`config.mk`:
```
export PLATFORM = sky130hd
export DESIGN_NAME = gate_stim_seq
export DESIGN_NICKNAME = d
export VERILOG_FILES = /design/src/rtl/gate_stim_pkg.sv /design/src/rtl/gate_stim_dwell_cnt.sv /design/src/rtl/gate_stim_seq.sv
export SDC_FILE = /design/constraint.sdc
export NUM_CORES = 1
export LEC_CHECK = 0
export BUFFER_PORTS_ARGS = -buffer_cell sky130_fd_sc_hd__buf_4
export CAP_MARGIN = 0
export CORE_AREA = 2 2 39 41
export CTS_CLUSTER_SIZE = 10
export DETAILED_ROUTE_END_ITERATION = 16
export DIE_AREA = 0 0 41 43
export GPL_TIMING_DRIVEN = 0
export HOLD_SLACK_MARGIN = 0.15
export PLACE_DENSITY_LB_ADDON = 0.05
export SYNTH_ARGS = -nofsm -noshare
export SYNTH_HDL_FRONTEND = slang
export SYNTH_SLANG_ARGS = --single-unit
```
`constraint.sdc`:
```
create_clock -name i_clk -period 3 [get_ports i_clk]
set_clock_uncertainty 0.05 [all_clocks]
set_input_delay 0.3 -clock i_clk [delete_from_list [all_inputs] [get_ports i_clk]]
set_output_delay 0.3 -clock i_clk [all_outputs]
set_load 0.1 [all_outputs]
```
`src/rtl/gate_stim_pkg.sv`:
```
// Shared types and constants for the gate stimulus sequencer.
// Build option: define GATE_STIM_SELF_CHECK_EN to enable the expected-truth-table self-check.
package gate_stim_pkg;

    // FSM state encoding
    typedef enum logic [1:0] {
        ST_IDLE  = 2'd0,
        ST_DRIVE = 2'd1,
        ST_DONE  = 2'd2
    } state_t;

    // Number of {b,a} combinations driven per run
    localparam int NUM_STEPS = 4;

    // Default expected gate response, indexed by {b,a}: XOR
    localparam logic [3:0] EXP_TT_DEFAULT = 4'b0110;

endpackage : gate_stim_pkg

```
`src/rtl/gate_stim_dwell_cnt.sv`:
```
// Dwell counter: counts clock cycles while enabled and pulses o_tc on the
// last cycle of each dwell window (count == DWELL_CYCLES-1), then wraps to 0.
module gate_stim_dwell_cnt #(
    parameter int DWELL_CYCLES = 10,
    parameter int CNT_W        = $clog2(DWELL_CYCLES)
) (
    input  logic i_clk,
    input  logic i_rst_n,
    input  logic i_clear,
    input  logic i_en,
    output logic o_tc
);

    localparam logic [CNT_W-1:0] LAST = CNT_W'(DWELL_CYCLES - 1);

    logic [CNT_W-1:0] cnt_q;
    logic [CNT_W-1:0] cnt_d;
    logic             at_last;

    assign at_last = (cnt_q == LAST);
    // Clear has priority so a fresh run always begins at count 0
    assign o_tc    = i_en && !i_clear && at_last;

    // Next count: clear, wrap at the last dwell cycle, or increment
    always_comb begin
        // NOTE: every variable assigned in always_comb gets a default first so no latch is inferred.
        cnt_d = cnt_q;
        if (i_clear) begin
            cnt_d = '0;
        end else if (i_en) begin
            cnt_d = at_last ? '0 : cnt_q + CNT_W'(1);
        end
    end

    // Counter register
    always_ff @(posedge i_clk or negedge i_rst_n) begin
        // NOTE: sequential state uses non-blocking assignments only; next-state math lives in always_comb.
        if (!i_rst_n) begin
            cnt_q <= '0;
        end else begin
            cnt_q <= cnt_d;
        end
    end

endmodule : gate_stim_dwell_cnt

```
`src/rtl/gate_stim_seq.sv`:
```
// Stimulus sequencer for a two-input gate: on start it drives {b,a} = 00,01,10,11,
// each for DWELL_CYCLES cycles, samples i_y at the end of every dwell and pulses
// o_done when the run completes.
// Build option: GATE_STIM_SELF_CHECK_EN enables comparison of each sample against
// EXP_TT; without it o_err/o_err_mask read 0 and i_y is ignored.
module gate_stim_seq
    import gate_stim_pkg::*;
#(
    parameter int         DWELL_CYCLES = 10,
    parameter logic [3:0] EXP_TT       = EXP_TT_DEFAULT
) (
    input  logic       i_clk,
    input  logic       i_rst_n,
    input  logic       i_start,
    input  logic       i_abort,
    input  logic       i_y,
    output logic       o_a,
    output logic       o_b,
    output logic [1:0] o_step,
    output logic       o_busy,
    output logic       o_done,
    output logic       o_err,
    output logic [3:0] o_err_mask
);

    localparam int         CNT_W     = $clog2(DWELL_CYCLES);
    localparam logic [1:0] LAST_STEP = 2'(NUM_STEPS - 1);

    state_t     state_q, state_d;
    logic [1:0] step_q, step_d;
    logic       a_q, a_d;
    logic       b_q, b_d;
    logic       busy_q, busy_d;
    logic       done_q, done_d;

    logic       start_acc;
    logic       dwell_clr;
    logic       dwell_en;
    logic       dwell_tc;

    // Abort beats a simultaneous start; start is only heard in IDLE
    assign start_acc = (state_q == ST_IDLE) && i_start && !i_abort;
    assign dwell_en  = (state_q == ST_DRIVE);
    assign dwell_clr = (state_q != ST_DRIVE) || i_abort;

    gate_stim_dwell_cnt #(
        .DWELL_CYCLES (DWELL_CYCLES),
        .CNT_W        (CNT_W)
    ) u_dwell_cnt (
        .i_clk   (i_clk),
        .i_rst_n (i_rst_n),
        .i_clear (dwell_clr),
        .i_en    (dwell_en),
        .o_tc    (dwell_tc)
    );

    // FSM next state and next values of the registered gate-side outputs
    always_comb begin
        state_d = state_q;
        step_d  = step_q;
        a_d     = a_q;
        b_d     = b_q;
        busy_d  = busy_q;
        done_d  = 1'b0;
        case (state_q)
            ST_IDLE: begin
                if (start_acc) begin
                    state_d = ST_DRIVE;
                    step_d  = '0;
                    a_d     = 1'b0;
                    b_d     = 1'b0;
                    busy_d  = 1'b1;
                end
            end
            ST_DRIVE: begin
                if (i_abort) begin
                    state_d = ST_IDLE;
                    step_d  = '0;
                    a_d     = 1'b0;
                    b_d     = 1'b0;
                    busy_d  = 1'b0;
                end else if (dwell_tc) begin
                    if (step_q == LAST_STEP) begin
                        state_d = ST_DONE;
                        step_d  = '0;
                        a_d     = 1'b0;
                        b_d     = 1'b0;
                        busy_d  = 1'b0;
                        done_d  = 1'b1;
                    end else begin
                        step_d = step_q + 2'd1;
                        a_d    = step_d[0];
                        b_d    = step_d[1];
                    end
                end
            end
            ST_DONE: begin
                state_d = ST_IDLE;
            end
            default: begin
                state_d = ST_IDLE;
                step_d  = '0;
                a_d     = 1'b0;
                b_d     = 1'b0;
                busy_d  = 1'b0;
            end
        endcase
    end

    // FSM state and registered outputs
    always_ff @(posedge i_clk or negedge i_rst_n) begin
        if (!i_rst_n) begin
            state_q <= ST_IDLE;
            step_q  <= '0;
            a_q     <= 1'b0;
            b_q     <= 1'b0;
            busy_q  <= 1'b0;
            done_q  <= 1'b0;
        end else begin
            state_q <= state_d;
            step_q  <= step_d;
            a_q     <= a_d;
            b_q     <= b_d;
            busy_q  <= busy_d;
            done_q  <= done_d;
        end
    end

    assign o_a    = a_q;
    assign o_b    = b_q;
    assign o_step = step_q;
    assign o_busy = busy_q;
    assign o_done = done_q;

`ifdef GATE_STIM_SELF_CHECK_EN
    logic       err_q, err_d;
    logic [3:0] err_mask_q, err_mask_d;

    // Per-step mismatch capture; o_err summarises the mask when a run completes
    always_comb begin
        err_mask_d = err_mask_q;
        err_d      = err_q;
        if (start_acc) begin
            err_mask_d = '0;
        end else if (dwell_tc) begin
            err_mask_d[step_q] = (i_y != EXP_TT[step_q]);
        end
        if (dwell_tc && (step_q == LAST_STEP)) begin
            err_d = |err_mask_d;
        end
    end

    // Self-check result registers
    always_ff @(posedge i_clk or negedge i_rst_n) begin
        if (!i_rst_n) begin
            err_q      <= 1'b0;
            err_mask_q <= '0;
        end else begin
            err_q      <= err_d;
            err_mask_q <= err_mask_d;
        end
    end

    assign o_err      = err_q;
    assign o_err_mask = err_mask_q;
`else
    // Feedback and expected table are deliberately ignored in this build
    logic unused_y;
    assign unused_y   = i_y ^ (^EXP_TT);
    assign o_err      = 1'b0;
    assign o_err_mask = '0;
`endif

endmodule : gate_stim_seq

```
=== After elaboration in Yosys (flattened, before gate mapping) ===
Index checks and enable logic that the tools add are counted.

* Reduce and logical (&&, ||, !) cells: 12
* Multiplexer cells: 31
* Eq/ne operators: 8
* Bitwise logic cells: 1
* $add $sub $neg: 2

{| class="wikitable"
|+ Operators with widths
! operator !! number
|-
| 2-to-1 mux 2 bit || 8
|-
| 2-to-1 mux 1 bit || 15
|-
| 2-to-1 mux 4 bit || 3
|-
| one-hot mux 1 bit (3 select lines) || 3
|-
| inequality test 3 bit, second input constant || 2
|-
| one-hot mux 2 bit (3 select lines) || 1
|-
| AND reduction 3 bit || 2
|-
| adder 4 x 1 -> 4 bit, second input constant || 1
|-
| == test 2 bit, second input constant || 2
|-
| == test 4 bit, second input constant || 1
|-
| logical AND 1 bit || 4
|-
| one-hot mux 2 bit (2 select lines) || 1
|-
| AND reduction 4 bit || 1
|-
| adder 2 x 1 -> 2 bit, second input constant || 1
|-
| == test 2 x 1 -> 1 bit, second input constant || 1
|-
| zero test 1 bit || 2
|-
| zero test 2 bit || 1
|-
| inequality test 2 x 1 -> 1 bit, second input constant || 1
|-
| inequality test 2 bit, second input constant || 1
|-
| nonzero test 2 bit || 1
|-
| logical OR 1 bit || 1
|-
| NOT 1 bit || 1
|}

* Bits of input ports: 5
* Output and inout port bits: 11
* Logic and storage cells: 61
* Register bits after elaboration: 12

=== Longest topological paths before layout ===
* Depth in word-level cells: 8
* Depth in mapped cells: 4
* Gate-level depth less buffers: 4

=== Modules after synthesis ===
From an unflattened synthesis, not the netlist that was laid out.

* Cell total of the unflattened synthesis: 60
* Area, all modules: 575.6 sq um

{| class="wikitable"
|+ Modules (own cells, without submodules)
! module !! cells an instance !! area an instance (sq um) !! sequential area each (sq um) !! instances
|-
| gate_stim_seq || 35 || 329.1 || 150.1 || 1
|-
| gate_stim_dwell_cnt || 25 || 246.5 || 100.1 || 1
|}

=== Worst setup path before layout ===
OpenSTA, ideal clock, no wires.

* Kind: reg2reg
* Start point: register o_a (netlist name)
* End point: register b_q, in the netlist o_b
* Stages on the path, launching flop included: 4
* Arrival: 1.773 ns
* Library setup time: 0.120 ns
* Path slack: 1.057 ns
* Clock period less this slack: 1.943 ns
* Buffers on the path: 0
* Required time: 2.830 ns
* Path through: dfrtp_1 > ha_1 > mux2_4 > a31o_1

{| class="wikitable"
|+ RTL lines
! element !! RTL line !! RTL
|-
| end signal, assigned || gate_stim_seq.sv:116 || <nowiki>b_q <= 1'b0;</nowiki>
|-
| end signal, assigned || gate_stim_seq.sv:123 || <nowiki>b_q <= b_d;</nowiki>
|-
| end, declared || gate_stim_seq.sv:32 || <nowiki>logic b_q, b_d;</nowiki>
|}

=== Final worst setup path ===
* Start point: register u_dwell_cnt.cnt_q[1]
* End point: register b_q, in the netlist o_b

* Longest elaborated chain between the ends: 4

{| class="wikitable"
|+ Ends and longest elaborated chain
! element !! RTL line !! RTL
|-
| start, declared || gate_stim_dwell_cnt.sv:16 || <nowiki>logic [CNT_W-1:0] cnt_q;</nowiki>
|-
| start signal, assigned || gate_stim_dwell_cnt.sv:41 || <nowiki>cnt_q <= cnt_d;</nowiki>
|-
| == test 4 bit || gate_stim_dwell_cnt.sv:20 || <nowiki>assign at_last = (cnt_q == LAST);</nowiki>
|-
| logical AND 1 bit || gate_stim_dwell_cnt.sv:22 || <nowiki>assign o_tc = i_en && !i_clear && at_last;</nowiki>
|-
| inequality test 3 bit (no line) || -- ||
|-
| AND reduction 3 bit (no line) || -- ||
|}

Every way passes these cells.
A chain may end at the register's enable or synchronous reset.

==> results.tsv <==
metric	value	unit
worstPathCellList	and4bb_4 -> mux2_4 -> a31o_1	
drtIter0Drc	7	
drive_gt1_share	32.39	%
final_core_util	49.64	%
cp.depth	3	
synth_common_cells	dfrtp_1, buf_4, nor2_1	
gr-total-overflow	0	
drv_slew	0	
drv_cap	0	
hp-class	in -> reg	
p_total	330.3	uW
dpl_worst_slack	1.535	ns
initial_core_util	38.88	%
cp.buffers_inverters	0	
ys.flop_type	dfrtp_1	
min_path_cells	3	
yosysTopAreaCellShare	46.51	%
r2r_slack	1.54	ns
vias	407	
fmax	683.0	MHz
die-height	43	um
synth-edff-count	0	
fin_setup_tns	0	ns
synth_cells	53	
rows	14	
fin_ws	1.536	ns
grt.total_usage	13.71	%
status	completed	
ys_ff_latch	10	
finalSetupViolations	0	
path_delay_family	flip-flops	
ctsHtreeMaxLevel	1	
cts_tree	yes	
worst_ep_arrival_time	1.56	ns
antenna_found_initial	0	
fp.dieW	41	um
ir_drop	249.9	uV
cts_hold_buf	1	
cts_resized	0	
area_delta_synth_final	27.67	%
clock_latency	0.26	ns
timing.rr.end	o_b	
cp.required	3.10	ns
crit_fanout	6	
grt_setup_unrepaired	false	
hold_viol	0	
synth_area_leaders	dfrtp_1, buf_4, mux2_4, nor3b_1, nor2_1	
ys_async_sr_fraction	100.0	%
synth-seq-area-share	46.51	%
cpPeakStageDelay	0.43	ns
avgViaCountPerCell	4.678	
dr.pass1.iters	3	
hold_path_end	state_q[0]	
endpoint_kind	flop	
io_buffers	9	
postRouteAntennaNets	0	
drt_wl_total	886	um
critPathSlowestCell	dfrtp_1	
reg2reg_depth	3	
ys_types	23	
syn_avg_cell_area	10.15	um2
dpl.hpwl	648.6	um
grt_start_max_net_pins	11	
post_cts_buffers	0	
cts.clk_slew.worst_paths	0.07	ns
yosys.area.top_type	dfrtp_1	
yosys_warnings	0	
io_pins	16	
wl_per_cell	10.18	um
p_per_area	480.8	nW/um2
first_global_vias	359	
cts.sink_count	10	
critical_path_class	reg -> reg	
fin_crit	1.464	ns
yosysMostFrequentCell	dfrtp_1	
cts_root_buffer	clkbuf_4	
final.period_utilization	48.80	%
gp_congestion	0.6493	
grt_pass1_wl	1545	um
cts_made_buffers	3	
hold_slack	0.2709	ns
synthesis.area	538.0	um2
layout.nets	78	
drc	0	
r2r_start	u_dwell_cnt.cnt_q[1]	
die_area	1763	um2
core	1384	um2
start_kind	flop	
leakage	0.3403	nW
cts.path.max_buffers	2	
worst_hold_startpoint	i_start	
diodes	0	
## layout by cell type (no fill, tap or decap), types with 2 or more instances in the layout
master,n
a31o_1,2
o21ai_0,2
a21oi_1,2
nor2b_1,2
mux2_4,2
conb_1,5
buf_4,16
clkbuf_4,3
nor2_1,5
dfrtp_1,10
nor3b_1,3
inv_1,2
nand2_1,4
## power by group
group / internal (mW) / switching, mW
Combinational: 0.0143 / 0.0539
Clock: 0.0737 / 0.0471
Sequential: 0.139 / 0.00264
## per-stage QoR
stage	instance area, um2	instances
floorplan	553.0	57
global placement	640.6	82
detailed placement	640.6	82
CTS	686.9	87
global route	686.9	87
finish	686.9	87
## final cells by class
type	count	area (um2)
Timing Repair Buffer	10	77.57
Buffer	8	56.30
Inverter	2	7.507
Fill cell	139	696.9
Tap cell	16	20.02
Multi-Input combinational cell	37	239.0
Clock buffer	4	36.28
Sequential cell	10	250.2
## per-layer routing
metal	part of all wire [%]	wire length [um]	GRT usage, %	vias to the layer above
li1	-	-	-	206
met1	46	411	17.33	185
met2	43	383	18.44	14
met3	9.0	80	6.283	2
met4	1.1	10	8.000	0
met5	0	0	0	-
## worst min-delay path, delay by kind of cell
| kind | cells | cell delay [ns] |
|---|---|---|
| compound gates | 2 | 0.16 |
| buf+inv | 1 | 0.08 |
## state kept, by name, summed over array words and instances (netlist names)
name and cells:
o_done 1, o_a 1, o_busy 1, state_q 2
u_dwell_cnt.cnt_q 4, o_b 1
## how the worst max path moves through the flow
| stage | startpoint | end | slack [ns] |
|---|---|---|---|
| global route | u_dwell_cnt.cnt_q[1] | o_b | 1.48 |
| CTS | u_dwell_cnt.cnt_q[1] | o_b | 1.53 |
| finish | u_dwell_cnt.cnt_q[1] | o_b | 1.54 |
| global placement | u_dwell_cnt.cnt_q[1] | o_b | 1.54 |
| detailed placement | u_dwell_cnt.cnt_q[1] | o_b | 1.53 |
| floorplan | o_a | o_b | 1.06 |
## logic make-up after synthesis
group           after synthesis  share of synthesized area [%]
compound gates                9                          10.93
xor+xnor                      1                          1.628
fa+ha+maj                     1                          2.325
buf+inv                      10                          11.86
flops                        10                          46.51
mux                           2                          5.582
other cells                   1                         0.6970
simple gates                 19                          20.47
No activity file was read; power rests on OpenSTA's default activity.
